===== src/rtl/seq_div.sv =====
// seq_div: multi-cycle restoring integer divider, signed or unsigned.
//   clk, rst_n           : rising-edge clock, async active-low reset
//   start                : request, sampled only while busy=0
//   signed_mode          : 1 = two's-complement operands (sampled with start)
//   dividend [DW], divisor [VW] : operands, sampled with start only
//   quotient [DW], remainder [VW] : registered results, held until next FIX
//   done                 : one-cycle pulse, results and flags valid
//   busy                 : operation in flight
//   div_by_zero, overflow: result flags, valid with done, held until next accept
// Operands are reduced to magnitudes at accept, divided in DW shift-subtract
// steps, and signs are applied in a single FIX cycle.
module seq_div #(
  parameter int DW = 8,
  parameter int VW = 4
) (
  input  logic          clk,
  input  logic          rst_n,
  input  logic          start,
  input  logic          signed_mode,
  input  logic [DW-1:0] dividend,
  input  logic [VW-1:0] divisor,
  output logic [DW-1:0] quotient,
  output logic [VW-1:0] remainder,
  output logic          done,
  output logic          busy,
  output logic          div_by_zero,
  output logic          overflow
);

  localparam int CW = $clog2(DW + 1);

  typedef enum logic [1:0] {IDLE, CALC, FIX} state_t;

  state_t        state_q, state_d;
  logic [CW-1:0] cnt_q, cnt_d;
  logic [VW:0]   acc_q, acc_d;      // partial remainder
  logic [DW-1:0] dvd_q, dvd_d;      // |dividend| shifts out MSB-first, quotient bits shift in
  logic [VW-1:0] dvs_q, dvs_d;      // |divisor|
  logic          nq_q, nq_d;        // quotient negative
  logic          nr_q, nr_d;        // remainder negative (dividend sign)
  logic          zero_q, zero_d;    // pending divide-by-zero
  logic          ov_q, ov_d;        // pending overflow
  logic [DW-1:0] quo_q, quo_d;
  logic [VW-1:0] rem_q, rem_d;
  logic          done_q, done_d;
  logic          busy_q, busy_d;
  logic          dbz_q, dbz_d;
  logic          ovf_q, ovf_d;

  logic [VW:0]   shifted;
  logic          qbit;
  logic          sign_a, sign_b;

  always_comb begin
    state_d = state_q;
    cnt_d   = cnt_q;
    acc_d   = acc_q;
    dvd_d   = dvd_q;
    dvs_d   = dvs_q;
    nq_d    = nq_q;
    nr_d    = nr_q;
    zero_d  = zero_q;
    ov_d    = ov_q;
    quo_d   = quo_q;
    rem_d   = rem_q;
    dbz_d   = dbz_q;
    ovf_d   = ovf_q;
    done_d  = 1'b0;
    shifted = '0;
    qbit    = 1'b0;
    sign_a  = signed_mode & dividend[DW-1];
    sign_b  = signed_mode & divisor[VW-1];

    case (state_q)
      IDLE: begin
        if (start) begin
          // Negating -2^(N-1) yields 2^(N-1), which is correct as an unsigned magnitude.
          dvd_d   = sign_a ? -dividend : dividend;
          dvs_d   = sign_b ? -divisor : divisor;
          nq_d    = sign_a ^ sign_b;
          nr_d    = sign_a;
          acc_d   = '0;
          zero_d  = (divisor == '0);
          ov_d    = signed_mode && (dividend == {1'b1, {(DW-1){1'b0}}}) && (divisor == '1);
          dbz_d   = 1'b0;
          ovf_d   = 1'b0;
          cnt_d   = CW'(DW);
          state_d = (divisor == '0) ? FIX : CALC;
        end
      end
      CALC: begin
        shifted = (acc_q << 1) | {{VW{1'b0}}, dvd_q[DW-1]};
        if (shifted >= {1'b0, dvs_q}) begin
          acc_d = shifted - {1'b0, dvs_q};
          qbit  = 1'b1;
        end else begin
          acc_d = shifted;
        end
        dvd_d = {dvd_q[DW-2:0], qbit};
        cnt_d = cnt_q - CW'(1);
        if (cnt_q == CW'(1)) state_d = FIX;
      end
      FIX: begin
        if (zero_q) begin
          quo_d = '1;
          rem_d = '0;
        end else begin
          // The overflow case falls out naturally: 2^(DW-1) positive wraps to 100..0.
          quo_d = nq_q ? -dvd_q : dvd_q;
          rem_d = nr_q ? -acc_q[VW-1:0] : acc_q[VW-1:0];
        end
        dbz_d   = zero_q;
        ovf_d   = ov_q & ~zero_q;
        done_d  = 1'b1;
        state_d = IDLE;
      end
      default: state_d = IDLE;
    endcase

    busy_d = (state_d != IDLE);
  end

  always_ff @(posedge clk or negedge rst_n) begin
    if (!rst_n) begin
      state_q <= IDLE;
      cnt_q   <= '0;
      acc_q   <= '0;
      dvd_q   <= '0;
      dvs_q   <= '0;
      nq_q    <= 1'b0;
      nr_q    <= 1'b0;
      zero_q  <= 1'b0;
      ov_q    <= 1'b0;
      quo_q   <= '0;
      rem_q   <= '0;
      done_q  <= 1'b0;
      busy_q  <= 1'b0;
      dbz_q   <= 1'b0;
      ovf_q   <= 1'b0;
    end else begin
      state_q <= state_d;
      cnt_q   <= cnt_d;
      acc_q   <= acc_d;
      dvd_q   <= dvd_d;
      dvs_q   <= dvs_d;
      nq_q    <= nq_d;
      nr_q    <= nr_d;
      zero_q  <= zero_d;
      ov_q    <= ov_d;
      quo_q   <= quo_d;
      rem_q   <= rem_d;
      done_q  <= done_d;
      busy_q  <= busy_d;
      dbz_q   <= dbz_d;
      ovf_q   <= ovf_d;
    end
  end

  assign quotient    = quo_q;
  assign remainder   = rem_q;
  assign done        = done_q;
  assign busy        = busy_q;
  assign div_by_zero = dbz_q;
  assign overflow    = ovf_q;

endmodule


===== config.mk =====
export PLATFORM = sky130hd
export DESIGN_NAME = seq_div
export DESIGN_NICKNAME = d
export VERILOG_FILES = /design/src/rtl/seq_div.sv
export SDC_FILE = /design/constraint.sdc
export NUM_CORES = 1
export LEC_CHECK = 0
export ABC_AREA = 0
export CORE_MARGIN = 8
export CORE_UTILIZATION = 40
export DETAILED_ROUTE_END_ITERATION = 7
export GPL_TIMING_DRIVEN = 1
export RECOVER_POWER = 100
export SYNTH_ARGS = -nofsm -noshare
export SYNTH_HDL_FRONTEND = slang
export SYNTH_SLANG_ARGS = --single-unit

===== constraint.sdc =====
create_clock -name clk -period 2.7 [get_ports clk]
set_input_delay 0.54 -clock clk [delete_from_list [all_inputs] [get_ports clk]]
set_output_delay 0.54 -clock clk [all_outputs]
set_load 0.03 [all_outputs]

## Yosys cells after proc, flatten, opt, wreduce, memory -nomap -nowiden

Cells that the tools add are included.

| word-level totals | value |
|---|---|
| bits in registers | 42 |
| output and inout bits | 16 |
| word-level logic and storage cells | 66 |

| cells by class | value |
|---|---|
| $add $sub $neg | 6 |
| $lt $le $gt $ge | 1 |
| eq/ne operators | 6 |
| muxes and demuxes | 22 |
| bitwise logic cells | 6 |
| reduce and logical (&&, ||, !) cells | 10 |

Operator list:

| cell | count |
|---|---|
| 8-bit two-way mux | 4 |
| 4-bit two-way mux | 6 |
| 8-bit negator | 2 |
| 4-bit case mux with 2 select lines | 2 |
| 8-bit case mux with 2 select lines | 1 |
| 8-bit equality test (second input constant) | 1 |
| 4-bit negator | 2 |
| 2-bit two-way mux | 3 |
| 2-bit AND reduction | 3 |
| 2-bit nonzero test | 3 |
| 5-bit by 4-bit >= comparator with 1-bit output | 1 |
| 5-bit by 1-bit OR with 5-bit output | 1 |
| 4-bit by 1-bit equality test with 1-bit output (second input constant) | 1 |
| 4-bit equality test (second input constant) | 1 |
| 4-bit logical NOT | 1 |
| 1-bit case mux with 2 select lines | 2 |
| 2-bit case mux with 2 select lines | 1 |
| 4-bit by 1-bit subtractor with 4-bit output (second input constant) | 1 |
| 4-bit subtractor | 1 |
| 1-bit AND | 3 |
| 1-bit two-way mux | 3 |
| 2-bit by 1-bit equality test with 1-bit output (second input constant) | 1 |
| 2-bit equality test (second input constant) | 1 |
| 1-bit logical AND | 2 |
| other kinds (4) | 4 |

## Depth between registers and ports, before layout

Gate-level depths: netlist of run 1.

| logic depth | value |
|---|---|
| depth after elaboration | 5 |
| gate-level depth with buffers | 7 |

## Worst setup path before layout of run 1

Ideal clock, no wire load.

| timing | value |
|---|---|
| kind | flip-flop to flip-flop |
| start | reg acc_q[1] |
| end | reg acc_q[0] |
| data arrival time | 1.704 ns |
| required time | 2.578 ns |
| setup slack | 0.874 ns |
| stages on the path, launching flop included | 6 |
| buffers on the path | 0 |
| cell sequence | dfrtp_1 ha_1 a21oi_1 a31oi_2 or3_1 a32o_1 |

| between the ends | value |
|---|---|
| longest elaborated chain between the ends | 4 |

Ends and longest elaborated chain:

| what | line | text |
|---|---|---|
| start, declared | 36 | `logic [VW:0] acc_q, acc_d;` |
| start signal, assigned | 127 | `acc_q <= '0;` |
| start signal, assigned | 143 | `acc_q <= acc_d;` |
| 5-bit by 1-bit OR with 5-bit output | 92 | `shifted = (acc_q << 1) \| {{VW{1'b0}}, dvd_q[DW-1]};` |
| 5-bit by 4-bit >= comparator with 1-bit output | 93 | `if (shifted >= {1'b0, dvs_q}) begin` |
| 4-bit two-way mux | 93 |  |
| 4-bit case mux with 2 select lines | 74 | `case (state_q)` |

No other way between the ends.
A chain may end at the register's enable or synchronous reset.

## Final worst setup path of run 1

Same ends and word-level chain as after synthesis.

==> results.ini, run 1 <==
[clocking]
cts.clk_slew.worst_paths_ns=0.09
cts-buffers-inserted=5
clock_latency_ns=0.29
cts.sinks=42
htree_num_levels=2
postCtsHoldBufs=0
cts_max_path_buffers=2
cts_resized=0
cts_tree=yes
root_buffer=clkbuf_8
postCtsSetupRepairBufs=0

[power_and_ir_drop]
power_leakage_nw=1.212
power.density_nw_per_um2=1152
irDropWorstVdd_uv=405.0

[place]
io_buffers=31
routabilityCongestion=0.8016
post-place-ws_ns=0.5079
hpwl_um=4038

[routing]
drtIter0Drc=101
ant_nets=0
drc=0
num_vias=1848
drtPass1Iterations=5
finalWirelength_um=5288
routed_via_density=5.265
wire_per_inst_um=15.07

[global_routing]
grt_pass1_wl_um=9390
grtUsageMet3_pct=3.667
use_met1_pct=17.57
grtUsageTotal_pct=13.50
grt_start_max_net_pins=43
busiest_layer=met2
antenna_found_initial=0
gr-total-overflow=0
grt_use_met2_pct=21.57
grt_pass1_vias=1922

[timing]
rsz0062_at_grt=no
fin_ws_ns=0.6800
hold_violations=0
slew_viol_final=0
period_minus_slack_ns=2.020
setup_viol=0
worst_slew_margin_rel_pct=29.84
tightest_slew_ns=1.052
fin_crit_sh_pct=74.82
worst_clock_skew_ns=0.01098
clock.fmax_mhz=495.0
setup_tns_ns=0

[floorplan]
die_h_um=92.03
initial_utilization_pct=41.73
die_area_um2=8470
rows=27
die_width_um=92.03
pin_count=32
core_area_um2=5540

[hold_path]
min_path_type=input pin to asynchronous set/reset pin

[synth]
synth_top_area_cell=dfrtp_1
synth_top_cells_by_area=dfrtp_1 45%, ha_1 6.0%, o21ai_0 4.5%
synth_cells=245
synth_top_area_share_pct=45.45
ys_seq_area_share_pct=45.45
synth-compound-area-share_pct=18.56
synth-xor-area-share_pct=6.061
syn_avg_cell_area_um2=9.438
yosysWarnings=0
synth_top_family_by_area=compound AO/OA/AOI/OAI gates
synthAdderAreaFrac_pct=6.818
synth_cell_types=44
synth_nets=273
synth_area_um2=2312
synth-main-ff-cell=dfrtp_1
async_reset_ff_share_pct=100.0
synth-edff-count=0
ys_ff_latch=42
synth-simple-area-share_pct=16.40
synth_mux_area_share_pct=1.353

[finish]
final_cell_mix=42 x dfrtp_1, 25 x nand2_1, 21 x o21ai_0
nets=306
finish.utilization_pct=50.25
area_delta_synth_final_pct=20.40
drive_above_1_share_pct=5.376
antenna-diode-count=0
final_common_cell=dfrtp_1

[run]
cap_violations=0

[setup_path]
critPathCaptureType=register
arrival_ns=2.20
worstPathRequired_ns=2.88
r2r_cells=5
crit_path_max_fanout=8
path_class=register to register
start_kind=register

[status]
outcome=complete, no violations

## report_power, final
part | internal [mW] | switching, mW
Sequential | 0.900 | 0.258
Combinational | 0.676 | 0.879
Clock | 0.272 | 0.222
Total | 1.85 | 1.36
## stage by stage
step	total power, mW	area (µm²)	cells	hold WS (ns)
after global routing	3.513	2784	351	0.5113
final	3.208	2784	351	0.4192
after global placement	2.788	2693	343	0.4634
after floorplan	2.301	2312	245	0.2444
after detailed placement	2.806	2693	343	0.4685
after CTS	3.309	2801	351	0.4258
## final cells by class
| cell class | count | area (µm²) |
|---|---|---|
| multi-input combinational | 174 | 1127 |
| clock buffer | 5 | 68.82 |
| sequential | 42 | 1051 |
| tap | 72 | 90.09 |
| timing repair buffer | 36 | 335.3 |
| inverter | 19 | 71.32 |
| clock inverter | 3 | 40.04 |
| fill | 554 | 2756 |
## synth_stat cells, types with 2 or more instances
cell type,count
nor2_1,17
a31oi_1,4
nor2b_1,6
buf_2,6
inv_1,19
nor3_1,3
a21oi_1,11
nand2b_1,5
o31ai_1,4
dfrtp_1,42
a32o_1,2
mux2i_1,2
or3_1,4
ha_1,11
nand3b_1,2
a22oi_1,7
nand3_1,9
clkbuf_1,2
nor3b_1,2
o41ai_1,3
xnor2_1,10
a22o_1,3
xor2_1,6
nand2_1,25
o21ai_0,21
## worst paths after layout
check / from / end / slack, ns
worst min register to register: cnt_q[3] / cnt_q[3] / 0.48
worst max register to register: acc_q[1] / acc_q[0] / 0.68
min in group clk: cnt_q[3] / cnt_q[3] / 0.48
worst max-delay path: acc_q[1] / acc_q[0] / 0.68
worst min-delay path: rst_n / busy / 0.42
max in group asynchronous: rst_n / acc_q[3] / 1.63
## kinds of logic (layout without fill, tap and decap cells)
family	count (synthesis)	in the layout
buffers and inverters	29	63
adder cells (fa/ha/maj)	12	12
AO/OA/AOI/OAI	65	65
multiplexers	3	3
flip-flops	42	42
XOR/XNOR	16	16
AND/OR/NAND/NOR	78	78
## worst max-delay path, cell delays in order (launching register included)
cell	delay [ns]
dfrtp_1	0.43
ha_1	0.37
a21oi_1	0.26
a31oi_1	0.25
or3_1	0.36
a32o_1	0.24
## registers in the layout (all words and copies together) (netlist names)
name and flops:
dvd_q 8, quotient 8, acc_q 4, cnt_q 4, dvs_q 4, remainder 4, state_q 2, busy 1
div_by_zero 1, done 1, nq_q 1, nr_q 1, ov_q 1, overflow 1, zero_q 1
## routing by layer
| metal | wire length (µm) | vias to the layer above | share of wire (%) |
|---|---|---|---|
| li1 | - | 921 | - |
| met1 | 2518 | 881 | 48 |
| met2 | 2450 | 42 | 46 |
| met3 | 288 | 4 | 5.4 |
| met4 | 31 | 0 | 0.59 |
| met5 | 0 | - | 0 |
(Power assumes the default switching activity.)
==> run 2, diff against run 1 <==
- clock period: 2.7 -> 1.7 ns (I/O delays scaled with it)
==> run 2 against run 1 <==
Effect of this change: final area up 7.0%; final cell count up 9.1%; clock power up 36%; total power up 73%; critical endpoint is now acc_q[2]; sequential cell count unchanged.
==> results.ini, run 2 (same netlist as run 1, synthesis figures left out) <==
[floorplan]
pin_count=32
initial_utilization_pct=41.73
die_width_um=92.03
die_area_um2=8470
rows=27
die_h_um=92.03
core_area_um2=5540

[setup_path]
path_class=register to register
worstPathRequired_ns=1.88
arrival_ns=1.88
critPathCaptureType=register
cp_slowest_cell=dfrtp_1
start_kind=register
path_cells=inv_2, ha_2, inv_1, fa_2, xnor2_1, o21ai_1, a32o_1
cp_slowest_stage_delay_ns=0.39
crit_path_max_fanout=2

[run]
cap_violations=0

[timing]
setup_viol=0
fin_ws_ns=0.001538
period_minus_slack_ns=1.698
tightest_slew_ns=1.044
clock.fmax_mhz=588.8
worst_clock_skew_ns=0.007224
slew_viol_final=0
rsz0062_at_grt=yes
hold_violations=0
worst_slew_margin_rel_pct=30.43
fin_crit_sh_pct=99.91

[place]
hpwl_um=4267
io_buffers=31
routabilityCongestion=0.8360
post-place-ws_ns=-0.2008

[clocking]
clock_latency_ns=0.30
htree_num_levels=2
cts-buffers-inserted=5
cts_tree=yes
cts.clk_slew.worst_paths_ns=0.08
cts_max_path_buffers=2
root_buffer=clkbuf_8
cts.sinks=42

[global_routing]
antenna_found_initial=0
grt_pass1_wl_um=9535
grtUsageTotal_pct=13.81
grt_start_max_net_pins=43
gr-total-overflow=0
grt_pass1_vias=1968

[power_and_ir_drop]
finalPower_mw=5.550
power_leakage_nw=1.298
irDropWorstVdd_uv=623.5
power.density_nw_per_um2=1863

[finish]
nets=338
final_common_cell=dfrtp_1
area_delta_synth_final_pct=28.84
nFillCells=547
multi_input_area_um2=1187
final_cell_mix=42 x dfrtp_1, 31 x buf_4, 25 x nand2_1
drive_above_1_share_pct=17.04
antenna-diode-count=0
register_area_um2=1051

[routing]
drtIter0Drc=91
routed_via_density=5.112
ant_nets=0
wire_per_inst_um=14.70
drc=0
finalWirelength_um=5629
num_vias=1958
drtPass1Iterations=4

[status]
outcome=complete, no violations

[hold_path]
min_path_type=input pin to asynchronous set/reset pin

run 2: report_power, final:
group | leakage [nW] | total, mW | internal, mW | switching [mW]
Sequential | 0.521 | 1.78 | 1.43 | 0.345
Clock | 0.0482 | 0.674 | 0.328 | 0.346
Combinational | 0.729 | 3.10 | 1.42 | 1.68
Total | 1.30 | 5.55 | 3.18 | 2.37
run 2: worst paths after layout:
path	startpoint	end	slack [ns]	depth (start not counted)
max	dvd_q[7]	acc_q[2]	0.002	7
min	rst_n	remainder[2]	0.31	2
max reg2reg	dvd_q[7]	acc_q[2]	0.002	7
min reg2reg	cnt_q[3]	cnt_q[3]	0.47	1
max in group asynchronous	rst_n	acc_q[1]	0.76	2
min in group clk	cnt_q[3]	cnt_q[3]	0.47	1
run 2: cell type report:
| cell class | count | share of cell area, % |
|---|---|---|
| Clock inverter | 1 | 0.1680 |
| Tap cell | 72 | 3.024 |
| Multi-Input combinational cell | 174 | 39.86 |
| Inverter | 19 | 2.394 |
| Sequential cell | 42 | 35.28 |
| Clock buffer | 7 | 2.898 |
| Timing Repair Buffer | 68 | 16.38 |
run 2: metal layers:
layer	GRT usage, %	up-vias	wire [µm]
met4	4.430	0	71
met3	3.504	6	355
met1	18.54	903	2680
met2	21.16	56	2521
li1	-	993	-
met5	0	-	0
run 2: timing repair:
item                       4_1_cts  5_1_grt
pin swaps                        5        2
hold buffers                     0        0
buffers inserted                 2        1
resized for setup                4       18
setup endpoints to repair        2       15
run 2: worst max-delay path, delay by kind of cell, from the launching register on:
kind / cells / cell delay, ns
XOR/XNOR: 1 / 0.19
adder cells (fa/ha/maj): 2 / 0.52
buffers and inverters: 2 / 0.13
AO/OA/AOI/OAI: 2 / 0.36
flip-flops: 1 / 0.39
run 2: through the flow:
stage / std cells / instance area (µm²) / utilization [%] / hold WS (ns) / TNS, ns
floorplan: 245 / 2328 / - / 0.04441 / 0
global placement: 372 / 2939 / 53.05 / 0.3328 / -0.6866
detailed placement: 372 / 2939 / 53.05 / 0.3342 / -1.083
CTS: 382 / 3074 / 55.49 / 0.007131 / 0
global route: 383 / 2979 / 53.77 / 0.4168 / -0.07490
finish: 383 / 2979 / 53.77 / 0.3051 / 0
